<file path="src/rtl/rsu_ctrl_pkg.sv">
// Shared types for the remote-system-upgrade sequencer.
// Op codes, FSM states and counter sizing helpers.
package rsu_ctrl_pkg;

  typedef enum logic [1:0] {
    OP_READ  = 2'b00,
    OP_KICK  = 2'b01,
    OP_RECFG = 2'b10,
    OP_RSVD  = 2'b11
  } op_e;

  typedef enum logic [3:0] {
    IDLE,
    RD_REQ,
    RD_HI,
    RD_LO,
    RD_RSP,
    KICK,
    RSP,
    RECFG,
    HALT
  } state_e;

  localparam logic [7:0] RECFG_KEY_DEF = 8'hA5;

  function automatic int cnt_w(input int max_cyc);
    return $clog2(max_cyc) + 1;
  endfunction

  function automatic int imax(input int a, input int b);
    return (a > b) ? a : b;
  endfunction

endpackage

</file>
<file path="src/rtl/rsu_ctrl_if.sv">
// Host command/response bundle of the rsu sequencer.
// The controller uses the slave side, the register block the master side.
interface rsu_ctrl_if;
  logic        cmd_valid;
  logic        cmd_ready;
  logic [1:0]  cmd_op;
  logic [2:0]  cmd_param;
  logic        cmd_ctl_nupdt;
  logic [7:0]  cmd_key;
  logic        rsp_valid;
  logic        rsp_err;
  logic [31:0] rsp_data;

  modport master (
    output cmd_valid,
    output cmd_op,
    output cmd_param,
    output cmd_ctl_nupdt,
    output cmd_key,
    input  cmd_ready,
    input  rsp_valid,
    input  rsp_err,
    input  rsp_data
  );

  modport slave (
    input  cmd_valid,
    input  cmd_op,
    input  cmd_param,
    input  cmd_ctl_nupdt,
    input  cmd_key,
    output cmd_ready,
    output rsp_valid,
    output rsp_err,
    output rsp_data
  );
endinterface

</file>
<file path="src/rtl/rsu_kick_timer.sv">
// Free-running watchdog kick period counter.
// kick_soon warns one cycle ahead so the host port can close in time.
module rsu_kick_timer
  import rsu_ctrl_pkg::*;
#(
  parameter int KICK_CYC = 125000000
) (
  input  logic clock,
  input  logic reset_n,
  input  logic en,
  input  logic restart,
  output logic kick_due,
  output logic kick_soon
);

  localparam int TW = cnt_w(KICK_CYC);

  logic [TW-1:0] cnt;

  assign kick_due  = en && (cnt == TW'(KICK_CYC - 1));
  assign kick_soon = en && (cnt == TW'(KICK_CYC - 2));

  always_ff @(posedge clock or negedge reset_n) begin
    if (!reset_n) begin
      cnt <= '0;
    end else if (!en || restart || kick_due) begin
      cnt <= '0;
    end else begin
      cnt <= cnt + 1'b1;
    end
  end

endmodule

</file>
<file path="src/rtl/rsu_ctrl.sv">
// Sequencer in front of the rsu IP: host commands, busy
// handshake with timeouts, autonomous watchdog kicks.
module rsu_ctrl
  import rsu_ctrl_pkg::*;
#(
  parameter int         BUSY_RISE_CYC   = 8,
  parameter int         BUSY_TO_CYC     = 1024,
  parameter int         WDT_KICK_CYC    = 125000000,
  parameter int         TIMER_PULSE_CYC = 4,
  parameter int         RECFG_HOLD_CYC  = 16,
  parameter logic [7:0] RECFG_KEY       = RECFG_KEY_DEF
) (
  input  logic        clock,
  input  logic        reset_n,
  rsu_ctrl_if.slave   host,
  input  logic        wdt_en,
  output logic        recfg_active,
  output logic        rsu_read_param,
  output logic [2:0]  rsu_param,
  output logic        rsu_ctl_nupdt,
  output logic        rsu_reconfig,
  output logic        rsu_reset_timer,
  input  logic        rsu_busy,
  input  logic [31:0] rsu_data_out
);

  localparam int CMAX = imax(imax(BUSY_RISE_CYC, BUSY_TO_CYC),
                             imax(TIMER_PULSE_CYC, RECFG_HOLD_CYC));
  localparam int CW   = cnt_w(CMAX);

  state_e        state, state_n;
  logic [CW-1:0] cnt, cnt_n;
  logic          kick_pend, kick_pend_n;
  logic          host_kick, host_kick_n;
  logic          go_recfg, go_recfg_n;
  logic          ready_n;
  logic          rsp_valid_n, rsp_err_n;
  logic [31:0]   rsp_data_n;
  logic          read_param_n, reconfig_n, reset_timer_n;
  logic [2:0]    param_n;
  logic          ctl_n;
  logic          active_n;
  logic          enter_kick;
  logic          accept;
  logic          kick_due, kick_soon;

  rsu_kick_timer #(
    .KICK_CYC (WDT_KICK_CYC)
  ) u_timer (
    .clock     (clock),
    .reset_n   (reset_n),
    .en        (wdt_en && !recfg_active),
    .restart   (enter_kick),
    .kick_due  (kick_due),
    .kick_soon (kick_soon)
  );

  assign accept = host.cmd_valid && host.cmd_ready;

  always_comb begin
    state_n       = state;
    cnt_n         = cnt;
    host_kick_n   = host_kick;
    go_recfg_n    = go_recfg;
    rsp_valid_n   = 1'b0;
    rsp_err_n     = 1'b0;
    rsp_data_n    = '0;
    read_param_n  = 1'b0;
    reconfig_n    = 1'b0;
    reset_timer_n = 1'b0;
    param_n       = rsu_param;
    ctl_n         = rsu_ctl_nupdt;
    active_n      = recfg_active;
    enter_kick    = 1'b0;

    unique case (state)
      IDLE: begin
        if (kick_pend || kick_due) begin
          enter_kick    = 1'b1;
          host_kick_n   = 1'b0;
          state_n       = KICK;
          cnt_n         = '0;
          reset_timer_n = 1'b1;
        end else if (accept) begin
          unique case (host.cmd_op)
            OP_READ: begin
              state_n      = RD_REQ;
              read_param_n = 1'b1;
              param_n      = host.cmd_param;
              ctl_n        = host.cmd_ctl_nupdt;
            end
            OP_KICK: begin
              enter_kick    = 1'b1;
              host_kick_n   = 1'b1;
              state_n       = KICK;
              cnt_n         = '0;
              reset_timer_n = 1'b1;
            end
            OP_RECFG: begin
              state_n     = RSP;
              rsp_valid_n = 1'b1;
              if (host.cmd_key == RECFG_KEY) begin
                go_recfg_n = 1'b1;
              end else begin
                rsp_err_n = 1'b1;
              end
            end
            default: begin
              state_n     = RSP;
              rsp_valid_n = 1'b1;
              rsp_err_n   = 1'b1;
            end
          endcase
        end
      end
      RD_REQ: begin
        state_n = RD_HI;
        cnt_n   = '0;
      end
      RD_HI: begin
        if (rsu_busy) begin
          state_n = RD_LO;
          cnt_n   = '0;
        end else if (cnt == CW'(BUSY_RISE_CYC - 1)) begin
          state_n     = RSP;
          rsp_valid_n = 1'b1;
          rsp_err_n   = 1'b1;
        end else begin
          cnt_n = cnt + 1'b1;
        end
      end
      RD_LO: begin
        if (!rsu_busy) begin
          state_n     = RD_RSP;
          rsp_valid_n = 1'b1;
          rsp_data_n  = rsu_data_out;
        end else if (cnt == CW'(BUSY_TO_CYC - 1)) begin
          state_n     = RSP;
          rsp_valid_n = 1'b1;
          rsp_err_n   = 1'b1;
        end else begin
          cnt_n = cnt + 1'b1;
        end
      end
      RD_RSP: begin
        state_n = IDLE;
      end
      KICK: begin
        if (cnt == CW'(TIMER_PULSE_CYC - 1)) begin
          state_n     = host_kick ? RSP : IDLE;
          rsp_valid_n = host_kick;
          host_kick_n = 1'b0;
        end else begin
          cnt_n         = cnt + 1'b1;
          reset_timer_n = 1'b1;
        end
      end
      RSP: begin
        if (go_recfg) begin
          state_n    = RECFG;
          go_recfg_n = 1'b0;
          cnt_n      = '0;
          reconfig_n = 1'b1;
          active_n   = 1'b1;
        end else begin
          state_n = IDLE;
        end
      end
      RECFG: begin
        if (cnt == CW'(RECFG_HOLD_CYC - 1)) begin
          state_n = HALT;
        end else begin
          cnt_n      = cnt + 1'b1;
          reconfig_n = 1'b1;
        end
      end
      HALT: begin
        state_n = HALT;
      end
      default: begin
        state_n = IDLE;
      end
    endcase

    // an expiry landing while a kick is still pending merges into it
    kick_pend_n = enter_kick ? 1'b0 : (kick_pend || kick_due);
    ready_n     = (state_n == IDLE) && !kick_pend_n && !kick_soon;
  end

  always_ff @(posedge clock or negedge reset_n) begin
    if (!reset_n) begin
      state           <= IDLE;
      cnt             <= '0;
      kick_pend       <= 1'b0;
      host_kick       <= 1'b0;
      go_recfg        <= 1'b0;
      host.cmd_ready  <= 1'b0;
      host.rsp_valid  <= 1'b0;
      host.rsp_err    <= 1'b0;
      host.rsp_data   <= '0;
      rsu_read_param  <= 1'b0;
      rsu_param       <= '0;
      rsu_ctl_nupdt   <= 1'b0;
      rsu_reconfig    <= 1'b0;
      rsu_reset_timer <= 1'b0;
      recfg_active    <= 1'b0;
    end else begin
      state           <= state_n;
      cnt             <= cnt_n;
      kick_pend       <= kick_pend_n;
      host_kick       <= host_kick_n;
      go_recfg        <= go_recfg_n;
      host.cmd_ready  <= ready_n;
      host.rsp_valid  <= rsp_valid_n;
      host.rsp_err    <= rsp_err_n;
      host.rsp_data   <= rsp_data_n;
      rsu_read_param  <= read_param_n;
      rsu_param       <= param_n;
      rsu_ctl_nupdt   <= ctl_n;
      rsu_reconfig    <= reconfig_n;
      rsu_reset_timer <= reset_timer_n;
      recfg_active    <= active_n;
    end
  end

endmodule

</file>
<file path="src/flat_wrapper.sv">
// flat-port wrapper written by rule: the top's interface ports become plain ports
module rsu_ctrl_flat import rsu_ctrl_pkg::*;
#(
  parameter int         BUSY_RISE_CYC   = 8,
  parameter int         BUSY_TO_CYC     = 1024,
  parameter int         WDT_KICK_CYC    = 125000000,
  parameter int         TIMER_PULSE_CYC = 4,
  parameter int         RECFG_HOLD_CYC  = 16,
  parameter logic [7:0] RECFG_KEY       = RECFG_KEY_DEF
)
  (clock, reset_n, wdt_en, recfg_active, rsu_read_param, rsu_param, rsu_ctl_nupdt, rsu_reconfig, rsu_reset_timer, rsu_busy, rsu_data_out, host_cmd_valid, host_cmd_op, host_cmd_param, host_cmd_ctl_nupdt, host_cmd_key, host_cmd_ready, host_rsp_valid, host_rsp_err, host_rsp_data);
  rsu_ctrl_if host_i ();
  input  logic clock;
  input  logic reset_n;
  input  logic wdt_en;
  output logic recfg_active;
  output logic rsu_read_param;
  output logic [2:0] rsu_param;
  output logic rsu_ctl_nupdt;
  output logic rsu_reconfig;
  output logic rsu_reset_timer;
  input  logic rsu_busy;
  input  logic [31:0] rsu_data_out;
  input wire logic [$bits(host_i.cmd_valid)-1:0] host_cmd_valid;
  input wire logic [$bits(host_i.cmd_op)-1:0] host_cmd_op;
  input wire logic [$bits(host_i.cmd_param)-1:0] host_cmd_param;
  input wire logic [$bits(host_i.cmd_ctl_nupdt)-1:0] host_cmd_ctl_nupdt;
  input wire logic [$bits(host_i.cmd_key)-1:0] host_cmd_key;
  output wire logic [$bits(host_i.cmd_ready)-1:0] host_cmd_ready;
  output wire logic [$bits(host_i.rsp_valid)-1:0] host_rsp_valid;
  output wire logic [$bits(host_i.rsp_err)-1:0] host_rsp_err;
  output wire logic [$bits(host_i.rsp_data)-1:0] host_rsp_data;
  assign host_i.cmd_valid = host_cmd_valid;
  assign host_i.cmd_op = host_cmd_op;
  assign host_i.cmd_param = host_cmd_param;
  assign host_i.cmd_ctl_nupdt = host_cmd_ctl_nupdt;
  assign host_i.cmd_key = host_cmd_key;
  assign host_cmd_ready = host_i.cmd_ready;
  assign host_rsp_valid = host_i.rsp_valid;
  assign host_rsp_err = host_i.rsp_err;
  assign host_rsp_data = host_i.rsp_data;
  rsu_ctrl #(.BUSY_RISE_CYC(BUSY_RISE_CYC), .BUSY_TO_CYC(BUSY_TO_CYC), .WDT_KICK_CYC(WDT_KICK_CYC), .TIMER_PULSE_CYC(TIMER_PULSE_CYC), .RECFG_HOLD_CYC(RECFG_HOLD_CYC), .RECFG_KEY(RECFG_KEY)) u_core (.clock(clock), .reset_n(reset_n), .host(host_i), .wdt_en(wdt_en), .recfg_active(recfg_active), .rsu_read_param(rsu_read_param), .rsu_param(rsu_param), .rsu_ctl_nupdt(rsu_ctl_nupdt), .rsu_reconfig(rsu_reconfig), .rsu_reset_timer(rsu_reset_timer), .rsu_busy(rsu_busy), .rsu_data_out(rsu_data_out));
endmodule
</file>
<file path="config.mk">
export PLATFORM = sky130hd
export DESIGN_NAME = rsu_ctrl_flat
export DESIGN_NICKNAME = d
export VERILOG_FILES = /design/src/rtl/rsu_ctrl_pkg.sv /design/src/rtl/rsu_ctrl_if.sv /design/src/rtl/rsu_kick_timer.sv /design/src/rtl/rsu_ctrl.sv /design/src/flat_wrapper.sv
export SDC_FILE = /design/constraint.sdc
export NUM_CORES = 1
export LEC_CHECK = 0
export BUFFER_PORTS_ARGS = -buffer_cell sky130_fd_sc_hd__buf_2
export CAP_MARGIN = 10
export CORE_ASPECT_RATIO = 0.6
export CORE_MARGIN = 2
export CORE_UTILIZATION = 40
export DETAILED_ROUTE_END_ITERATION = 10
export GPL_TIMING_DRIVEN = 0
export PLACE_DENSITY_LB_ADDON = 0.15
export SYNTH_ARGS = -nofsm -noshare
export SYNTH_HDL_FRONTEND = slang
export SYNTH_SLANG_ARGS = --single-unit
</file>
<file path="constraint.sdc">
create_clock -name clock -period 2.3 [get_ports clock]
set_input_delay 0.345 -clock clock [delete_from_list [all_inputs] [get_ports clock]]
set_output_delay 0.345 -clock clock [all_outputs]
set_load 0.005 [all_outputs]
</file>
==> impl_metrics.json, run 1 <==
{
  "rows": 28,
  "yosysSeqAreaShare_pct": 52.8,
  "status": "finished, final reports clean",
  "synthToLayoutAreaGrowth_pct": 30.6,
  "register_area_mm2": 0.00223,
  "die_h_um": 83.5,
  "synth_top_family_by_area": "simple AND/OR/NAND/NOR gates",
  "ant_nets": 0,
  "antenna_found_initial": 0,
  "synth_compound_area_share_pct": 8.66,
  "clockBufferDepth": 2,
  "finalHoldViolCount": 0,
  "cts_hold_buffers": 0,
  "power_mw": 4.78,
  "layout.nets": 576,
  "drive_gt1_share_pct": 31.5,
  "synthTopCellsByArea": "dfrtp_1 53%, and3_1 6.4%, xnor2_1 4.2%",
  "start_util_pct": 41.9,
  "rsz0062_at_grt": "true",
  "multi_input_area_mm2": 0.00208,
  "port_buffers": 93,
  "peakVddDrop_uv": 442,
  "async_reset_ff_share_pct": 100,
  "holdCritPathClass": "input pin to asynchronous set/reset pin",
  "worst_pin_slew_ps": 588,
  "vias": 3593,
  "max-slew-margin-rel_pct": 60.8,
  "synth_warnings": 0,
  "wl_per_cell_um": 16.0,
  "min_period_over_period_pct": 94.6,
  "finalSetupViolCount": 0,
  "synth-seq-cells": 89,
  "p_leak_nw": 2.75,
  "maxCapViolCount": 0,
  "routed_via_density": 5.43,
  "finalClockSkew_ps": 8.25,
  "die_w_um": 137,
  "start_kind": "register",
  "synthMostInstantiatedCell": "dfrtp_1",
  "synth_edf_count": 0,
  "synth_nets": 458,
  "first_pass_iters": 5,
  "io_pins": 94,
  "dpl.hpwl_um": 7750,
  "timing.final.crit_period_ps": 2180,
  "drc": 0,
  "path_class": "register to register",
  "htree_levels": 3,
  "antenna_cells": 0,
  "overflow": 0,
  "rr_endpoint": "u_core.cnt[9]",
  "grt.total_usage_pct": 19.1,
  "core_area_mm2": 0.0101,
  "ys_types": 61,
  "critPathCaptureType": "register",
  "synth.top_cell.area_share_pct": 52.8,
  "critPathRequiredTime_ps": 2500,
  "grt_pass1_wl_um": 17200,
  "maxSlewViolCount": 0,
  "routabilityCongestion": 0.840,
  "cts_sinks": 89,
  "power-per-cell-area_mw_per_mm2": 867,
  "clockRootBuffer": "clkbuf_16",
  "num-fill-cells": 887,
  "place_ws_ps": -462,
  "first_iter_violations": 195,
  "grt_max_degree": 48,
  "cts.clk_slew.worst_paths_ps": 60,
  "synth_top_area_cell": "dfrtp_1",
  "clock_latency_ps": 340,
  "syn_inst": 404,
  "critPathMaxFanout": 5,
  "ff2ff_setup_slack_ps": 120,
  "synth.avg_cell_area_um2": 10.4,
  "synth-simple-area-share_pct": 27.8,
  "cts_buffers": 9,
  "routed_wl_um": 10600,
  "synth-xor-area-share_pct": 5.40,
  "cts_tree": "done",
  "setup_ws_ps": 123,
  "arrival_ps": 2380,
  "fmax_mhz": 459,
  "muxShareOfSynthArea_pct": 1.54,
  "ys.flop_type": "dfrtp_1",
  "synthAdderAreaFrac_pct": 0.890,
  "synth_area_mm2": 0.00422,
  "rr_worst_depth": 6,
  "synth_common_cells": "89 x dfrtp_1, 43 x and3_1, 42 x nor2_1, 22 x nand3_1, 20 x xnor2_1",
  "reg2reg_from": "u_core.cnt[1]",
  "grt_pass1_vias": 3363,
  "dieArea_mm2": 0.0114
}
## worst max path at each step
stage	startpoint	end	slack (ps)	cells after the start
floorplan	u_core.cnt[0]	u_core.cnt[1]	60	7
global placement	u_core.cnt[0]	u_core.cnt[4]	-560	6
detailed placement	u_core.cnt[0]	u_core.cnt[6]	-460	6
CTS	u_core.cnt[1]	u_core.cnt[1]	-2	7
global route	u_core.state[2]	u_core.cnt[7]	6	5
finish	u_core.cnt[1]	u_core.cnt[9]	120	6
## placed cells by master (no fill, tap or decap), types with 3 or more instances in the layout
cell       instances
nor4bb_1           4
nor2b_1            3
a22o_1             6
nand2_1           18
clkbuf_2           4
o21ai_1            3
a21oi_1            3
buf_2             93
and4_1             7
nand3_1           18
nor4_4             4
inv_1             12
dfrtp_1           87
nor4bb_4           3
mux2_1             4
or3_1              5
nand2b_1           4
xor2_1             6
xnor2_1           20
o21ai_0            9
nand4_1            7
nor2_1            41
and3_1            41
buf_4             16
clkbuf_1          11
nand3_2            4
nor4_1             9
clkbuf_16          9
nor3_1             8
## registers in the layout, summed over array words and instances (netlist names)
signal / flops
u_core.recfg_active: 1
u_core.host.rsp_data: 32
u_core.state: 4
u_core.cnt: 11
u_core.host_kick: 1
u_core.host.cmd_ready: 1
u_core.host.rsp_valid: 1
u_core.go_recfg: 1
u_core.u_timer.cnt: 28
u_core.rsu_param: 3
u_core.rsu_read_param: 1
u_core.kick_pend: 1
u_core.host.rsp_err: 1
u_core.rsu_reset_timer: 1
u_core.rsu_reconfig: 1
u_core.rsu_ctl_nupdt: 1
## per-stage QoR
step / setup TNS [ps] / area [um2] / hold WS [ps] / instances / util (%)
after floorplan: 0 / 4220 / 49.4 / 404 / -
after global placement: -10240 / 4850 / 461 / 632 / 48.3
after detailed placement: -10040 / 4880 / 392 / 633 / 48.6
after CTS: -1.90 / 5400 / 26.2 / 659 / 53.7
after global routing: 0 / 5510 / 48.8 / 662 / 54.8
final: 0 / 5510 / 10.9 / 662 / 54.8
## report_power, final
group,switching (mW),internal [mW],leakage [nW]
clock network,0.626,0.858,0.142
logic,0.768,0.656,1.39
registers,0.122,1.75,1.22
total,1.52,3.26,2.75
## layer usage
| layer | wire length, um | vias up | share of wire, % | GRT usage [%] |
|---|---|---|---|---|
| met5 | 0 | - | 0 | 0 |
| met4 | 72 | 0 | 0.68 | 4.07 |
| met3 | 931 | 7 | 8.8 | 5.34 |
| met2 | 4130 | 141 | 39 | 25.9 |
| met1 | 5430 | 1736 | 51 | 29.8 |
| li1 | - | 1709 | - | - |
## logic make-up after synthesis
family / count (synthesis)
flops: 89
mux: 6
compound gates: 48
fa+ha+maj: 3
xor+xnor: 26
buf+inv: 31
simple gates: 201
## final cells by class
type                       count  area share, %
sequential                    89           40.5
multi-input combinational    284           37.7
timing repair buffer         109           11.0
clock buffer                  10           4.16
tap                          135           3.07
buffer                        17           1.41
clock inverter                 6           1.34
inverter                      12          0.818
## timing repair
action | CTS | global route
pin swaps | 6 | 8
setup endpoints to repair | 38 | 41
gates cloned | 0 | 0
setup buffers | 10 | 5
gates resized for setup | 27 | 21
## critical path, cell delays in order, from the launching register on
cell and delay [ps]:
dfrtp_1 410, ha_4 190, and3_4 180, and4_4 170, or4b_4 570, a311oi_4 350, o221ai_1 170
(Power assumes the default switching activity.)
==> run 2, diff against run 1 <==
- CORE_MARGIN: 2 -> not set
==> run 2 against run 1 <==
  * The flow now finishes with violations (negative hold slack)
  * Critical path depth stayed put
  * Via count is 1.4% lower
  * Sequential power hardly changed
  * Global-route usage is 1.7 points higher
  * Routed wire length is 0.22% lower
  * Clock skew is 3.9 ps lower
  * Flip-flop and latch count stayed put
  * Largest cell class unchanged
  * Largest power group unchanged
==> impl_metrics.json, run 2 (same netlist as run 1, synthesis figures left out) <==
{
  "htree_levels": 3,
  "violations": "negative hold slack",
  "routed_wl_um": 10500,
  "finalSetupViolCount": 0,
  "whs_ps": -1.61,
  "dieArea_mm2": 0.0110,
  "status": "finished, violations left",
  "cts_tree": "done",
  "critPathRequiredTime_ps": 2570,
  "die_w_um": 135,
  "final_common_cell": "buf_2",
  "vias": 3542,
  "first_iter_violations": 339,
  "port_buffers": 93,
  "maxCapViolCount": 0,
  "ff2ff_setup_slack_ps": 50,
  "top_register": "u_core.host.rsp_data",
  "rsz0062_at_grt": "true",
  "rr_endpoint": "u_core.cnt[1]",
  "grt_max_degree": 48,
  "worst_pin_slew_ps": 567,
  "grt.total_usage_pct": 20.8,
  "first_pass_iters": 5,
  "layout.nets": 579,
  "final_cell_mix": "93 x buf_2, 86 x dfrtp_1, 42 x nor2_1",
  "largest_reg_flops": 32,
  "fmax_mhz": 445,
  "rows": 28,
  "routed_via_density": 5.33,
  "cts_buffers": 9,
  "core_area_mm2": 0.0101,
  "timing.final.crit_period_ps": 2250,
  "wl_per_cell_um": 15.8,
  "grt_pass1_wl_um": 17300,
  "maxSlewViolCount": 0,
  "peakVddDrop_uv": 409,
  "drc": 0,
  "fin_setup_tns_ps": 0,
  "cts_hold_buffers": 0,
  "clockRootBuffer": "clkbuf_16",
  "holdCritPathClass": "input pin to asynchronous set/reset pin",
  "cts.clk_slew.worst_paths_ps": 60,
  "cts_sinks": 89,
  "finalClockSkew_ps": 4.36,
  "arrival_ps": 2510,
  "critPathCaptureType": "register",
  "p_leak_nw": 2.74,
  "synthToLayoutAreaGrowth_pct": 29.8,
  "crit_path_max_incr_delay_ps": 490,
  "ant_nets": 0,
  "overflow": 0,
  "routabilityCongestion": 0.829,
  "detailed_place.area_mm2": 0.00488,
  "min_period_over_period_pct": 97.7,
  "num-fill-cells": 879,
  "die_h_um": 81.5,
  "reg2reg_from": "u_core.state[0]",
  "critPathSlowestCell": "or4b_4",
  "io_pins": 94,
  "clock_latency_ps": 340,
  "start_util_pct": 41.9,
  "reg_top3": "u_core.host.rsp_data x32, u_core.u_timer.cnt x28, u_core.cnt x11",
  "power-per-cell-area_mw_per_mm2": 854,
  "grt_pass1_vias": 3273,
  "antenna_cells": 0,
  "dpl.hpwl_um": 7700,
  "drive_gt1_share_pct": 31.3,
  "critPathMaxFanout": 8,
  "start_kind": "register",
  "clockBufferDepth": 2,
  "max-slew-margin-rel_pct": 62.2,
  "fin_area_mm2": 0.00548,
  "path_class": "register to register",
  "finalHoldViolCount": 1,
  "rr_worst_depth": 6,
  "crit_chain": "nor4bb_4 -> a221oi_2 -> or4b_4 -> buf_6 -> a311oi_4 -> mux2i_1",
  "antenna_found_initial": 0
}
-- run 2: cell types whose count changed in the layout (fill, tap and decap cells not counted), moves of 2 or more --
cell and change:
nand3_1 +3, nand3_2 -3, buf_4 +2, nor4bb_4 -2
-- run 2: worst max path at each step --
stage	from	to	slack, ps
3_3_place_gp	u_core.cnt[0]	u_core.cnt[3]	-530
3_5_place_dp	u_core.cnt[0]	u_core.cnt[3]	-480
2_1_floorplan	u_core.cnt[0]	u_core.cnt[1]	60
5_1_grt	u_core.state[0]	u_core.cnt[1]	-40
4_1_cts	u_core.state[2]	u_core.cnt[8]	-30
6_report	u_core.state[0]	u_core.cnt[1]	50
-- run 2: stage by stage --
| step | setup WS (ps) | std cells | power, mW | utilization [%] |
|---|---|---|---|---|
| final | 52.3 | 665 | 4.68 | 54.5 |
| after global routing | -38.3 | 665 | 4.96 | 54.5 |
| after CTS | -27.0 | 658 | 4.62 | 53.3 |
| after detailed placement | -484 | 633 | 3.05 | 48.6 |
| after global placement | -529 | 632 | 3.02 | 48.3 |
| after floorplan | 55.0 | 404 | 2.59 | - |
-- run 2: what timing repair did --
item | in CTS | in global routing
pin swaps | 6 | 6
endpoints found under the setup margin | 38 | 40
setup buffers | 10 | 7
cloned | 0 | 0
gates resized for setup | 25 | 17
-- run 2: critical path: cells and delay by family (launching register included) --
family          cells  cell delay [ps]
compound gates      2              660
buf+inv             1              140
flops               1              460
mux                 1              220
simple gates        2              690
-- run 2: power breakdown --
group | total [mW] | leakage (nW) | internal [mW] | switching [mW]
clock network | 1.38 | 0.130 | 0.746 | 0.633
logic | 1.42 | 1.39 | 0.659 | 0.764
registers | 1.87 | 1.22 | 1.75 | 0.125
total | 4.68 | 2.74 | 3.15 | 1.52
-- run 2: layer usage --
metal	global-route usage (%)	up-vias	wire length [um]
met3	5.62	12	774
met5	0	-	0
met4	5.39	0	109
li1	-	1714	-
met1	31.5	1673	5610
met2	28.8	143	4050
-- run 2: area by class of cell --
cell class | instances | area, um2 | area share, %
buffer | 18 | 88.8 | 1.62
clock buffer | 10 | 229 | 4.18
clock inverter | 6 | 50.0 | 0.914
inverter | 12 | 45.0 | 0.822
multi-input combinational | 284 | 2040 | 37.3
sequential | 89 | 2230 | 40.7
tap | 135 | 169 | 3.08
timing repair buffer | 111 | 623 | 11.4
==> run 3, diff against run 2 <==
- PLACE_DENSITY: not set -> 0.62
- PLACE_DENSITY_LB_ADDON: 0.15 -> not set
==> run 3 against run 2 <==
  * The run now ends clean
  * Clock power increased by 9%
  * Critical path type unchanged
  * Core utilization grew 0.24 points
  * Critical endpoint is now u_core.cnt[4]
  * Non-clock buffer count unchanged
  * Largest power group unchanged
==> impl_metrics.json, run 3 (same netlist as run 1, synthesis figures left out) <==
{
  "clockRootBuffer": "clkbuf_16",
  "die_h_um": 81.5,
  "antenna_found_initial": 0,
  "grt_max_degree": 56,
  "ff2ff_setup_slack_ps": 4,
  "top_layer": "met4",
  "maxCapViolCount": 0,
  "cts_buffers": 9,
  "power_frac_clock_pct": 31.3,
  "multi_input_area_mm2": 0.00204,
  "start_util_pct": 41.9,
  "max-slew-margin-rel_pct": 60.1,
  "status": "finished, final reports clean",
  "die_w_um": 135,
  "synthToLayoutAreaGrowth_pct": 30.4,
  "vias": 3654,
  "ant_nets": 0,
  "setup_ws_ps": 4.49,
  "antenna_cells": 0,
  "routabilityCongestion": 0.845,
  "crit_path_max_incr_delay_ps": 440,
  "cts_sinks": 89,
  "num-fill-cells": 884,
  "worst_pin_slew_ps": 597,
  "p_seq_share_pct": 39.1,
  "peakVddDrop_uv": 504,
  "maxSlewViolCount": 0,
  "dieArea_mm2": 0.0110,
  "wl_met1_um": 5340,
  "fin_setup_tns_ps": 0,
  "arrival_ps": 2530,
  "power-per-cell-area_mw_per_mm2": 873,
  "critPathCaptureType": "register",
  "register_area_mm2": 0.00223,
  "final_cell_mix": "94 x buf_2, 87 x dfrtp_1, 42 x nor2_1",
  "reg2reg_from": "u_core.cnt[1]",
  "grt.total_usage_pct": 20.8,
  "port_buffers": 93,
  "crit_path_frequent_cell": "buf_4",
  "largest_reg_flops": 32,
  "path_class": "register to register",
  "crit_buf_inv": 2,
  "first_pass_iters": 5,
  "htree_levels": 3,
  "fin_util_pct": 54.7,
  "critPathRequiredTime_ps": 2530,
  "place_ws_ps": -550,
  "holdCritPathClass": "input pin to register",
  "timing.final.crit_period_ps": 2300,
  "first_iter_violations": 251,
  "p_leak_nw": 2.76,
  "critPathSlowestCell": "nor4b_4",
  "start_kind": "register",
  "critPathMaxFanout": 6,
  "reg_top3": "u_core.host.rsp_data x32, u_core.u_timer.cnt x28, u_core.cnt x11",
  "cts_tree": "done",
  "fmax_mhz": 436,
  "comb_power_share_pct": 29.6,
  "clock_latency_ps": 340,
  "routed_wl_um": 11000,
  "holdPathEnd": "u_core.rsu_param[2]",
  "grt_pass1_vias": 3300,
  "whs_ps": 223,
  "p_sw_mw": 1.57,
  "power_mw": 4.80,
  "wl_per_cell_um": 16.5,
  "power.internal_mw": 3.23,
  "core_area_mm2": 0.0101,
  "cts.clk_slew.worst_paths_ps": 70,
  "rr_endpoint": "u_core.cnt[4]",
  "rr_worst_depth": 8,
  "min_from": "host_cmd_param[2]",
  "critPathTopFamily": "simple AND/OR/NAND/NOR gates",
  "met2_length_um": 4450,
  "io_pins": 94,
  "wl_met3_um": 1040,
  "switching_share_pct": 32.6,
  "finalClockSkew_ps": 4.62,
  "routed_via_density": 5.49,
  "finalSetupViolCount": 0,
  "drc": 0,
  "overflow": 0,
  "crit_chain": "ha_4 -> nor4bb_1 -> and4_2 -> buf_4 -> buf_4 -> nor4b_4 -> o31ai_4 -> a22o_1",
  "top_register": "u_core.host.rsp_data",
  "final_common_cell": "buf_2",
  "rows": 28,
  "min_path_cells": 2,
  "finalHoldViolCount": 0,
  "min_period_over_period_pct": 99.8,
  "layout.nets": 579,
  "grt_pass1_wl_um": 17400,
  "dpl.hpwl_um": 7660,
  "drive_gt1_share_pct": 30.9,
  "clockBufferDepth": 2
}
## run 3: cell types whose count changed in the layout (fill, tap and decap cells not counted), sizes merged
cell / delta
bufinv: +1
clkbuf: -1
clkinv: +1
clkinvlp: -2
dlygate4sd3: +1
## run 3: worst reg2reg max path: stages, from the launching register on
cell	delay [ps]
dfrtp_1	410
ha_4	200
nor4bb_1	150
and4_2	240
buf_4	140
buf_4	130
nor4b_4	440
o31ai_4	210
a22o_1	270
## run 3: power by group through the flow
stage	registers, mW	clock network [mW]	logic [mW]
floorplan	1.88	0	0.709
global placement	1.87	0	1.14
detailed placement	1.88	0	1.16
CTS	1.86	1.54	1.32
global route	1.90	1.60	1.55
finish	1.87	1.50	1.42
## run 3: area by class of cell
type,count,share of cell area [%]
Inverter,12,0.819
Multi-Input combinational cell,284,37.1
Tap cell,135,3.07
Sequential cell,89,40.5
Clock inverter,6,1.34
Timing Repair Buffer,112,11.6
Buffer,17,1.41
Clock buffer,10,4.16
## run 3: what timing repair did
| action | CTS | global route |
|---|---|---|
| hold buffers | 1 | 0 |
| endpoints found under the hold margin | 34 | 0 |
| resized for setup | 19 | 25 |
| gates cloned | 0 | 0 |
| pin swaps | 6 | 8 |
| setup buffers | 8 | 9 |
| endpoints found under the setup margin | 38 | 41 |
## run 3: worst max path at each step
stage / from / end / slack, ps / cells after the start
after floorplan: u_core.cnt[0] / u_core.cnt[1] / 60 / 7
after global placement: u_core.cnt[0] / u_core.cnt[3] / -510 / 6
after detailed placement: u_core.cnt[0] / u_core.cnt[4] / -550 / 6
after CTS: u_core.cnt[0] / u_core.cnt[4] / -60 / 7
after global routing: u_core.cnt[0] / u_core.cnt[4] / -50 / 8
final: u_core.cnt[1] / u_core.cnt[4] / 4 / 8
## run 3: stage by stage
step | area [um2] | std cells
finish | 5500 | 665
global route | 5500 | 665
CTS | 5350 | 658
detailed placement | 4880 | 633
global placement | 4850 | 632
floorplan | 4220 | 404
## run 3: routing by layer
| metal | global-route usage (%) | vias to the layer above |
|---|---|---|
| li1 | - | 1719 |
| met1 | 30.5 | 1737 |
| met2 | 30.0 | 176 |
| met3 | 5.56 | 22 |
| met4 | 6.29 | 0 |
| met5 | 0 | - |
